**config.mk**
```make
export PLATFORM = sky130hd
export DESIGN_NAME = execute_stage_md
export DESIGN_NICKNAME = d
export VERILOG_FILES = /design/src/rtl/exe_pkg.sv /design/src/rtl/md_unit.sv /design/src/rtl/execute_stage_md.sv
export SDC_FILE = /design/constraint.sdc
export NUM_CORES = 1
export LEC_CHECK = 0
export CORE_UTILIZATION = 35
export CTS_CLUSTER_DIAMETER = 40
export DETAILED_ROUTE_END_ITERATION = 16
export GPL_ROUTABILITY_DRIVEN = 0
export MAX_ROUTING_LAYER = met4
export PLACE_DENSITY = 0.65
export SLEW_MARGIN = 20
export SYNTH_ARGS = -nofsm -noshare
export SYNTH_HDL_FRONTEND = slang
export SYNTH_HIERARCHICAL = 1
export SYNTH_SLANG_ARGS = --single-unit
```
**constraint.sdc**
```tcl
create_clock -name clk -period 5.4 [get_ports clk]
set_input_delay 1.08 -clock clk [delete_from_list [all_inputs] [get_ports clk]]
set_output_delay 1.08 -clock clk [all_outputs]
set_load 0.05 [all_outputs]
```
**src/rtl/exe_pkg.sv**
```systemverilog
// Shared types and encodings for the execute stage and its multiply/divide unit.
package exe_pkg;

  // Multiply/divide sequencer states.
  typedef enum logic [1:0] {
    MdIdle,
    MdBusy,
    MdDone
  } md_state_t;

  // M-extension funct3 encodings.
  localparam logic [2:0] F3_MUL    = 3'b000;
  localparam logic [2:0] F3_MULH   = 3'b001;
  localparam logic [2:0] F3_MULHSU = 3'b010;
  localparam logic [2:0] F3_MULHU  = 3'b011;
  localparam logic [2:0] F3_DIV    = 3'b100;
  localparam logic [2:0] F3_DIVU   = 3'b101;
  localparam logic [2:0] F3_REM    = 3'b110;
  localparam logic [2:0] F3_REMU   = 3'b111;

  // Writeback source select carried to the memory stage.
  typedef enum logic [1:0] {
    ResAlu = 2'b00,
    ResMem = 2'b01,
    ResPc4 = 2'b10
  } res_src_t;

endpackage

```
**src/rtl/md_unit.sv**
```systemverilog
// Iterative radix-2 multiply/divide unit. Fixed XLEN-cycle latency: shift-add multiply on a
// 2*XLEN accumulator, restoring divide on operand magnitudes, sign fix-up applied on output.
module md_unit
  import exe_pkg::*;
#(
  parameter int unsigned XLEN = 32,
  parameter int unsigned CNTW = $clog2(XLEN) + 1
) (
  input  logic            clk_i,
  input  logic            rst_ni,
  input  logic            start_i,
  input  logic            flush_i,
  input  logic            hold_i,
  input  logic [2:0]      funct3_i,
  input  logic [XLEN-1:0] a_i,
  input  logic [XLEN-1:0] b_i,
  output logic            idle_o,
  output logic            busy_o,
  output logic            done_o,
  output logic [XLEN-1:0] result_o
);

  md_state_t         state_q, state_d;
  logic [CNTW-1:0]   cnt_q, cnt_d;
  logic [2:0]        op_q, op_d;
  logic              neg_q, neg_d;
  // Multiplicand for multiply, divisor for divide.
  logic [XLEN-1:0]   opnd_q, opnd_d;
  // Multiply: {product_hi, multiplier/product_lo}. Divide: {remainder, dividend/quotient}.
  logic [2*XLEN-1:0] acc_q, acc_d;

  logic              a_sgn, b_sgn, neg_start;
  logic [XLEN-1:0]   a_mag, b_mag;
  logic [XLEN-1:0]   mul_add;
  logic [XLEN:0]     mul_sum;
  logic [2*XLEN-1:0] mul_next;
  logic [XLEN:0]     div_shift, div_diff;
  logic [2*XLEN-1:0] div_next;
  logic [2*XLEN-1:0] prod;
  logic [XLEN-1:0]   quo_s, rem_s;

  // Decode operand signedness and final result sign at issue time.
  always_comb begin
    a_sgn     = 1'b0;
    b_sgn     = 1'b0;
    neg_start = 1'b0;
    case (funct3_i)
      F3_MULH: begin
        a_sgn     = 1'b1;
        b_sgn     = 1'b1;
        neg_start = a_i[XLEN-1] ^ b_i[XLEN-1];
      end
      F3_MULHSU: begin
        a_sgn     = 1'b1;
        neg_start = a_i[XLEN-1];
      end
      F3_DIV: begin
        a_sgn     = 1'b1;
        b_sgn     = 1'b1;
        // Divide by zero yields all-ones regardless of dividend sign.
        neg_start = (a_i[XLEN-1] ^ b_i[XLEN-1]) & (|b_i);
      end
      F3_REM: begin
        a_sgn     = 1'b1;
        b_sgn     = 1'b1;
        neg_start = a_i[XLEN-1];
      end
      default: ;
    endcase
    a_mag = (a_sgn && a_i[XLEN-1]) ? -a_i : a_i;
    b_mag = (b_sgn && b_i[XLEN-1]) ? -b_i : b_i;
  end

  // One radix-2 step for each operation kind.
  assign mul_add   = acc_q[0] ? opnd_q : '0;
  assign mul_sum   = {1'b0, acc_q[2*XLEN-1:XLEN]} + {1'b0, mul_add};
  assign mul_next  = {mul_sum, acc_q[XLEN-1:1]};
  assign div_shift = acc_q[2*XLEN-1:XLEN-1];
  assign div_diff  = div_shift - {1'b0, opnd_q};
  assign div_next  = div_diff[XLEN] ? {div_shift[XLEN-1:0], acc_q[XLEN-2:0], 1'b0}
                                    : {div_diff[XLEN-1:0], acc_q[XLEN-2:0], 1'b1};

  // Sequencer next state; flush overrides every transition.
  always_comb begin
    state_d = state_q;
    cnt_d   = cnt_q;
    op_d    = op_q;
    neg_d   = neg_q;
    opnd_d  = opnd_q;
    acc_d   = acc_q;
    unique case (state_q)
      MdIdle: begin
        if (start_i && !flush_i) begin
          state_d = MdBusy;
          cnt_d   = CNTW'(XLEN);
          op_d    = funct3_i;
          neg_d   = neg_start;
          if (!funct3_i[2]) begin
            opnd_d = a_mag;
            acc_d  = {{XLEN{1'b0}}, b_mag};
          end else begin
            opnd_d = b_mag;
            acc_d  = {{XLEN{1'b0}}, a_mag};
          end
        end
      end
      MdBusy: begin
        if (flush_i) begin
          state_d = MdIdle;
          cnt_d   = '0;
        end else begin
          acc_d = op_q[2] ? div_next : mul_next;
          cnt_d = cnt_q - CNTW'(1);
          if (cnt_q == CNTW'(1)) state_d = MdDone;
        end
      end
      MdDone: begin
        if (flush_i) begin
          state_d = MdIdle;
          cnt_d   = '0;
        end else if (!hold_i) begin
          state_d = MdIdle;
        end
      end
      default: begin
        state_d = MdIdle;
        cnt_d   = '0;
      end
    endcase
  end

  // Sequencer and datapath registers.
  always_ff @(posedge clk_i or negedge rst_ni) begin
    if (!rst_ni) begin
      state_q <= MdIdle;
      cnt_q   <= '0;
      op_q    <= '0;
      neg_q   <= 1'b0;
      opnd_q  <= '0;
      acc_q   <= '0;
    end else begin
      state_q <= state_d;
      cnt_q   <= cnt_d;
      op_q    <= op_d;
      neg_q   <= neg_d;
      opnd_q  <= opnd_d;
      acc_q   <= acc_d;
    end
  end

  // Sign fix-up and result select from the settled accumulator.
  always_comb begin
    prod  = neg_q ? -acc_q : acc_q;
    quo_s = neg_q ? -acc_q[XLEN-1:0] : acc_q[XLEN-1:0];
    rem_s = neg_q ? -acc_q[2*XLEN-1:XLEN] : acc_q[2*XLEN-1:XLEN];
    case (op_q)
      F3_MUL:                      result_o = prod[XLEN-1:0];
      F3_MULH, F3_MULHSU, F3_MULHU: result_o = prod[2*XLEN-1:XLEN];
      F3_DIV, F3_DIVU:             result_o = quo_s;
      default:                     result_o = rem_s;
    endcase
  end

  assign idle_o = (state_q == MdIdle);
  assign busy_o = (state_q == MdBusy);
  assign done_o = (state_q == MdDone);

endmodule

```
**src/rtl/execute_stage_md.sv**
```systemverilog
// Execute stage: muxes the multiply/divide result over the ALU result, stalls upstream while
// the M unit works, and registers the instruction into EX/MEM.
module execute_stage_md
  import exe_pkg::*;
#(
  parameter int unsigned XLEN = 32,
  parameter int unsigned REGW = 5,
  localparam int unsigned CNTW = $clog2(XLEN) + 1
) (
  input  logic            clk,
  input  logic            reset,
  input  logic            valid_e,
  input  logic            md_en_e,
  input  logic [2:0]      funct3_e,
  input  logic [XLEN-1:0] src_a_e,
  input  logic [XLEN-1:0] src_b_e,
  input  logic [XLEN-1:0] alu_result_e,
  input  logic [XLEN-1:0] write_data_e,
  input  logic [REGW-1:0] rd_e,
  input  logic            reg_write_e,
  input  logic            mem_write_e,
  input  logic [1:0]      result_src_e,
  input  logic            stall_m,
  input  logic            flush_e,
  output logic            stall_e,
  output logic            md_busy,
  output logic            valid_m,
  output logic            reg_write_m,
  output logic            mem_write_m,
  output logic [1:0]      result_src_m,
  output logic [XLEN-1:0] result_m,
  output logic [XLEN-1:0] write_data_m,
  output logic [REGW-1:0] rd_m
);

  logic            md_start, md_idle, md_busy_st, md_done;
  logic [XLEN-1:0] md_result;

  logic            valid_m_q, valid_m_d;
  logic            reg_write_m_q, reg_write_m_d;
  logic            mem_write_m_q, mem_write_m_d;
  logic [1:0]      result_src_m_q, result_src_m_d;
  logic [XLEN-1:0] result_m_q, result_m_d;
  logic [XLEN-1:0] write_data_m_q, write_data_m_d;
  logic [REGW-1:0] rd_m_q, rd_m_d;

  assign md_start = valid_e & md_en_e;

  md_unit #(
    .XLEN (XLEN),
    .CNTW (CNTW)
  ) u_md_unit (
    .clk_i    (clk),
    .rst_ni   (reset),
    .start_i  (md_start),
    .flush_i  (flush_e),
    .hold_i   (stall_m),
    .funct3_i (funct3_e),
    .a_i      (src_a_e),
    .b_i      (src_b_e),
    .idle_o   (md_idle),
    .busy_o   (md_busy_st),
    .done_o   (md_done),
    .result_o (md_result)
  );

  assign stall_e = (md_idle & md_start & ~flush_e) | md_busy_st | stall_m;
  assign md_busy = ~md_idle;

  // EX/MEM next state: hold on downstream stall, bubble unless a complete instruction is ready.
  always_comb begin
    valid_m_d      = valid_m_q;
    reg_write_m_d  = reg_write_m_q;
    mem_write_m_d  = mem_write_m_q;
    result_src_m_d = result_src_m_q;
    result_m_d     = result_m_q;
    write_data_m_d = write_data_m_q;
    rd_m_d         = rd_m_q;
    if (!stall_m) begin
      if (flush_e || !valid_e || (md_en_e && !md_done)) begin
        valid_m_d      = 1'b0;
        reg_write_m_d  = 1'b0;
        mem_write_m_d  = 1'b0;
        result_src_m_d = ResAlu;
        result_m_d     = '0;
        write_data_m_d = '0;
        rd_m_d         = '0;
      end else begin
        valid_m_d      = 1'b1;
        reg_write_m_d  = reg_write_e;
        mem_write_m_d  = mem_write_e;
        result_src_m_d = result_src_e;
        result_m_d     = md_done ? md_result : alu_result_e;
        write_data_m_d = write_data_e;
        rd_m_d         = rd_e;
      end
    end
  end

  // EX/MEM pipeline register.
  always_ff @(posedge clk or negedge reset) begin
    if (!reset) begin
      valid_m_q      <= 1'b0;
      reg_write_m_q  <= 1'b0;
      mem_write_m_q  <= 1'b0;
      result_src_m_q <= '0;
      result_m_q     <= '0;
      write_data_m_q <= '0;
      rd_m_q         <= '0;
    end else begin
      valid_m_q      <= valid_m_d;
      reg_write_m_q  <= reg_write_m_d;
      mem_write_m_q  <= mem_write_m_d;
      result_src_m_q <= result_src_m_d;
      result_m_q     <= result_m_d;
      write_data_m_q <= write_data_m_d;
      rd_m_q         <= rd_m_d;
    end
  end

  assign valid_m      = valid_m_q;
  assign reg_write_m  = reg_write_m_q;
  assign mem_write_m  = mem_write_m_q;
  assign result_src_m = result_src_m_q;
  assign result_m     = result_m_q;
  assign write_data_m = write_data_m_q;
  assign rd_m         = rd_m_q;

endmodule

```
==> qor.csv, run 1 <==
metric;value;unit
root_buffer;clkbuf_16;
maxSlewHeadroom;27.5;%
cts_tree;yes;
avgSynthCellArea;7.77;sq um
cap_violations;0;
wl_per_cell;20.6;um
htree_levels;4;
max_freq;249;MHz
r2r-end;result_m[8];
synthTopCellsByCount;nand2_1, nor2_1, a21oi_1;
io_buffer_count;221;
cp_max_fo;5;
synth_area;16500;sq um
power_density;455;nW/um^2
total_power;8940;uW
p_leak;0.00818;uW
vias;16834;
holdCritPathClass;flip-flop to flip-flop;
worst_setup_path_start_kind;primary input;
synth_nets;2339;
hold_violations;0;
grt_pass1_wl;90800;um
grt_usage;24.9;%
cp_slowest_stage_delay;0.62;ns
tightestPinTransition;1.09;ns
ios;222;
overflow;0;
critical-path-top-delay-family;simple AND/OR/NAND/NOR gates;
die_h;219;um
area_growth;19.4;%
ys_seq_area_share;27.6;%
r2r_slack;1.40;ns
min_to;u_md_unit/opnd_q[22];
slowest_stage;or4_1;
critPathCaptureType;flip-flop;
wirelength;58900;um
nets;2457;
synth_edf_count;0;
antenna_found_initial;1;
cts_resized;0;
async_flop_share;100;%
synth_cells;2121;
postCtsHoldBufs;0;
design_area;19700;sq um
synth_most_common_cell;nand2_1;
path_cells;clkdlybuf4s50_1 > or4_1 > or4_4 > or2_2 > nor3_1 > a21oi_1 > xnor2_1 > nor2_1 > a21oi_1 > o21ai_0;
core_area;46500;sq um
grt_start_max_net_pins;105;
outcome;completed;
peakVddDrop;0.000268;V
cp_common_cell;a21oi_1;
clock-skew-final;0.0112;ns
rr_startpoint;u_md_unit/acc_q[0];
post_cts_buffers;0;
place.detailed.hpwl;45400;um
cts_made_buffers;17;
finalCritPeriodShare;74.3;%
drcViolationCount;0;
cp.buffers_inverters;1;
die_area;47900;sq um
synth.ff_latch_count;182;
holdCritStartpoint;u_md_unit/opnd_q[22];
cts_sinks;182;
ys_warn_count;6;
antenna_left;0;
drt_iter0_markers;1866;
tns;0;ns
initial_utilization;35.5;%
ys_top_cells_by_area;dfrtp_1, a21oi_1, mux2i_1;
fillCellCount;4625;
clock_path_buffers;2;
drt-pass1-iter-count;14;
yosysUniqueCellTypes;86;
viasPerCell;5.88;
required;5.71;ns
setup_viol;0;
period_minus_slack;4.01;ns
crit_arrival;4.32;ns
first_global_vias;15800;
clkSlewWorstSetupHoldPaths;0.07;ns
drive_above_1_share;5.77;%
r2r.worst_path.cells;11;
placed_area;19000;sq um
clock_latency;0.46;ns
hold_depth;2;
slew_viol_final;0;
rsz0062_at_grt;false;
worstSetupPathType;primary input to flip-flop;
synth.largest_area_cell;dfrtp_1;
post-route-util;42.3;%
die_x;219;um
synth_flop_cell;dfrtp_1;
synth_top_area_share;27.6;%
rows;79;
-- worst min-delay path: stages (launching register included) --
cell,delay (ns)
dfrtp_1,0.34
nand2_1,0.05
o21ai_0,0.06
-- stage by stage --
stage	worst slack (ns)	instances	hold WS, ns
floorplan	1.94	2121	0.450
global placement	1.00	2826	0.464
detailed placement	0.932	2826	0.467
CTS	1.42	2858	0.487
global route	1.11	2860	0.505
finish	1.39	2862	0.483
-- sequential cells by signal, indices dropped and copies added, names as in the netlist --
signal	cells
mem_write_m	1
rd_m	5
reg_write_m	1
result_m	32
result_src_m	2
u_md_unit/acc_q	64
u_md_unit/cnt_q	6
u_md_unit/neg_q	1
u_md_unit/op_q	3
u_md_unit/opnd_q	32
u_md_unit/state_q	2
valid_m	1
write_data_m	32
-- layout by cell type, fill, tap and decap left out, types with 12 or more instances in the layout --
master           instances
a31oi_1                 19
nand4_1                 17
xnor2_1                 85
o31ai_2                 20
nor3_1                  37
inv_1                  110
nand2_1                245
dfrtp_1                180
o21a_1                  12
xor2_1                  82
o221ai_1                15
o41ai_1                 15
buf_4                   26
nand3_1                 22
clkbuf_16               17
o21ai_0                158
o31ai_1                 79
a21oi_1                187
a211oi_1                12
clkdlybuf4s50_1        218
or3_1                   30
o211ai_1                27
nand2b_1                17
or4_1                   13
mux2i_1                 93
a21o_1                  33
nor2_1                 201
ha_1                    70
a22oi_1                 24
-- layer usage --
metal	vias to the layer above	global-route usage, %	share of wire, %
li1	7851	-	-
met1	8033	33.1	44
met2	864	38.0	44
met3	86	5.67	10
met4	0	6.39	2.2
met5	-	-	0
-- logic make-up (layout without fill, tap and decap cells) --
family	after synthesis	after routing	share of synthesized area (%)
AOI/OAI and AO/OA	681	681	27.1
and+or+nand+nor	659	659	18.4
buffers and inverters	261	392	6.43
DFF	182	182	27.6
xor gates and xnor gates	168	168	8.93
muxes	98	98	5.99
adders and majority gates	72	72	5.56
other	0	3	0
-- worst max path at each step --
stage	endpoint	start	cells after the start	slack (ns)
2_1_floorplan	u_md_unit/opnd_q[30]	src_a_e[17]	9	1.94
3_3_place_gp	u_md_unit/opnd_q[29]	src_a_e[0]	10	1.00
3_5_place_dp	u_md_unit/opnd_q[29]	src_a_e[0]	10	0.93
4_1_cts	u_md_unit/opnd_q[29]	src_a_e[0]	10	1.42
5_1_grt	u_md_unit/opnd_q[29]	src_b_e[1]	10	1.11
6_report	u_md_unit/opnd_q[29]	src_a_e[0]	10	1.39
-- where the power goes --
part           leakage (uW)  switching, uW  internal, uW
Sequential          0.00236            732          1650
Combinational       0.00554           3160          2130
Clock              0.000283            651           620
-- layout make-up --
| class | count | area (sq um) | share of cell area [%] |
|---|---|---|---|
| Multi-Input combinational cell | 1678 | 10900 | 55.4 |
| Sequential cell | 182 | 4560 | 23.2 |
| Timing Repair Buffer | 248 | 2430 | 12.4 |
| Tap cell | 607 | 759 | 3.86 |
| Clock buffer | 17 | 425 | 2.16 |
| Inverter | 112 | 420 | 2.14 |
| Clock inverter | 15 | 165 | 0.840 |
| Antenna cell | 3 | 7.51 | 0.0382 |
Note: power is estimated with default switching activity, not from simulation.
==> run 2, diff against run 1 <==
- clock period: 5.4 -> 4 ns (I/O delays scaled with it)
==> run 2 against run 1 <==
Sequential share of layout area fell by 0.46 points. Sequential cell count did not move. Global-route usage rose by 0.48 points. Clock power rose by 47%. Sequential power rose by 26%. Clock skew rose by 0.0082 ns. First-iteration DRC count rose by 4.2%.
==> qor.csv, run 2 (same netlist as run 1, synthesis figures left out) <==
metric;value;unit
root_buffer;clkbuf_16;
die_area;47900;sq um
fillCellCount;4604;
cts_tree;yes;
cts_resized;0;
period_minus_slack;3.91;ns
drive_above_1_share;7.65;%
clock_latency;0.47;ns
slew_viol_final;0;
clock-skew-final;0.0193;ns
hold_violations;0;
required;4.32;ns
drt-pass1-iter-count;6;
r2r_slack;0.09;ns
cap_violations;0;
overflow;0;
vias;17208;
nets;2505;
tns;0;ns
die_x;219;um
clkSlewWorstSetupHoldPaths;0.08;ns
worstSetupPathType;flip-flop to flip-flop;
core_area;46500;sq um
final_cell_mix;nand2_1, clkdlybuf4s50_1, nor2_1;
cts_sinks;182;
peakVddDrop;0.000419;V
drcViolationCount;0;
rows;79;
crit_arrival;4.23;ns
layout.cells.most_common;nand2_1;
area_growth;21.8;%
grt_usage;25.4;%
largest-register;u_md_unit/acc_q;
grt_start_max_net_pins;105;
outcome;completed;
worst_setup_path_start_kind;flip-flop;
power_density;618;nW/um^2
place.detailed.hpwl;46800;um
p_leak;0.00845;uW
first_global_vias;15853;
r2r-end;u_md_unit/acc_q[48];
wirelength;60300;um
viasPerCell;5.92;
drt_iter0_markers;1945;
grt_pass1_wl;91900;um
whs;0.474;ns
wl_per_cell;20.7;um
htree_levels;4;
critPathCaptureType;flip-flop;
post-route-util;43.2;%
rr_startpoint;u_md_unit/acc_q[31];
die_h;219;um
ios;222;
holdCritPathClass;primary input to async pin;
max_freq;256;MHz
antenna_found_initial;1;
finalCritPeriodShare;97.8;%
largest_reg_flops;64;
setup_viol;0;
cts_made_buffers;17;
r2r.worst_path.cells;13;
io_buffer_count;221;
multi_input_area;10900;sq um
antenna_left;0;
clock_path_buffers;2;
rsz0062_at_grt;false;
maxSlewHeadroom;35.4;%
seqCellArea;4560;sq um
initial_utilization;35.5;%
cp_max_fo;27;
tightestPinTransition;0.969;ns
[run 2: cell types whose count changed in the layout (fill, tap and decap cells not counted), moves of 2 or more]
cell | previous run | this run
buf_4 | 26 | 74
bufinv_16 | 0 | 3
clkinv_4 | 2 | 0
clkinv_8 | 4 | 1
diode_2 | 3 | 1
inv_6 | 2 | 5
[run 2: metrics by stage]
step	cells	total power, uW	worst slack, ns	area, sq um
5_1_grt	2908	13200	0.0219	20100
6_report	2908	12400	0.0872	20100
4_1_cts	2906	12200	0.167	20100
2_1_floorplan	2121	7980	0.652	16500
3_5_place_dp	2874	10300	0.125	19400
3_3_place_gp	2874	10200	0.134	19400
[run 2: power by group]
part	total (uW)	switching (uW)	internal, uW
registers	3000	768	2230
clock network	1870	852	1020
logic	7530	4500	3040
total	12400	6120	6280
[run 2: worst max-delay path by stage]
stage                              startpoint                   end  slack (ns)  cells after the start
after floorplan            u_md_unit/acc_q[0]          result_m[30]        0.65                     14
after global placement            src_a_e[17]  u_md_unit/opnd_q[30]        0.13                     10
after detailed placement          src_a_e[17]   u_md_unit/acc_q[30]        0.12                     10
after CTS                 u_md_unit/acc_q[31]   u_md_unit/acc_q[48]        0.17                     13
after global routing      u_md_unit/acc_q[31]   u_md_unit/acc_q[48]        0.02                     13
final                     u_md_unit/acc_q[31]   u_md_unit/acc_q[48]        0.09                     13
[run 2: timing repair]
item                                    CTS  global route
hold buffers                              0             0
endpoints found under the setup margin    0             1
buffers inserted                          0             1
[run 2: area by class of cell]
class,instances,area share (%)
diodes,1,0.0125
clock buffers,18,2.14
clock inverters,14,1.01
inverters,112,2.10
multi-input cells,1678,54.3
flip-flops and latches,182,22.7
well taps,607,3.79
repair buffers,296,13.9
[run 2: metal layers]
metal  GRT usage (%)  wire length (um)
met2            39.0             26600
met1            34.6             26300
met4            6.27              1390
met3            4.03              5960
met5               -                 0
[run 2: worst max-delay path, stage by stage (launching register included)]
cell and delay [ns]:
dfrtp_1 0.48, inv_1 0.16, ha_1 0.25, fa_1 0.40, nand2b_1 0.19, a21oi_1 0.21, a21o_1 0.24, a41o_1 0.35
a31oi_1 0.22, xnor2_2 0.37, buf_12 0.26, mux2_2 0.36, a22oi_1 0.13, o21ai_0 0.13
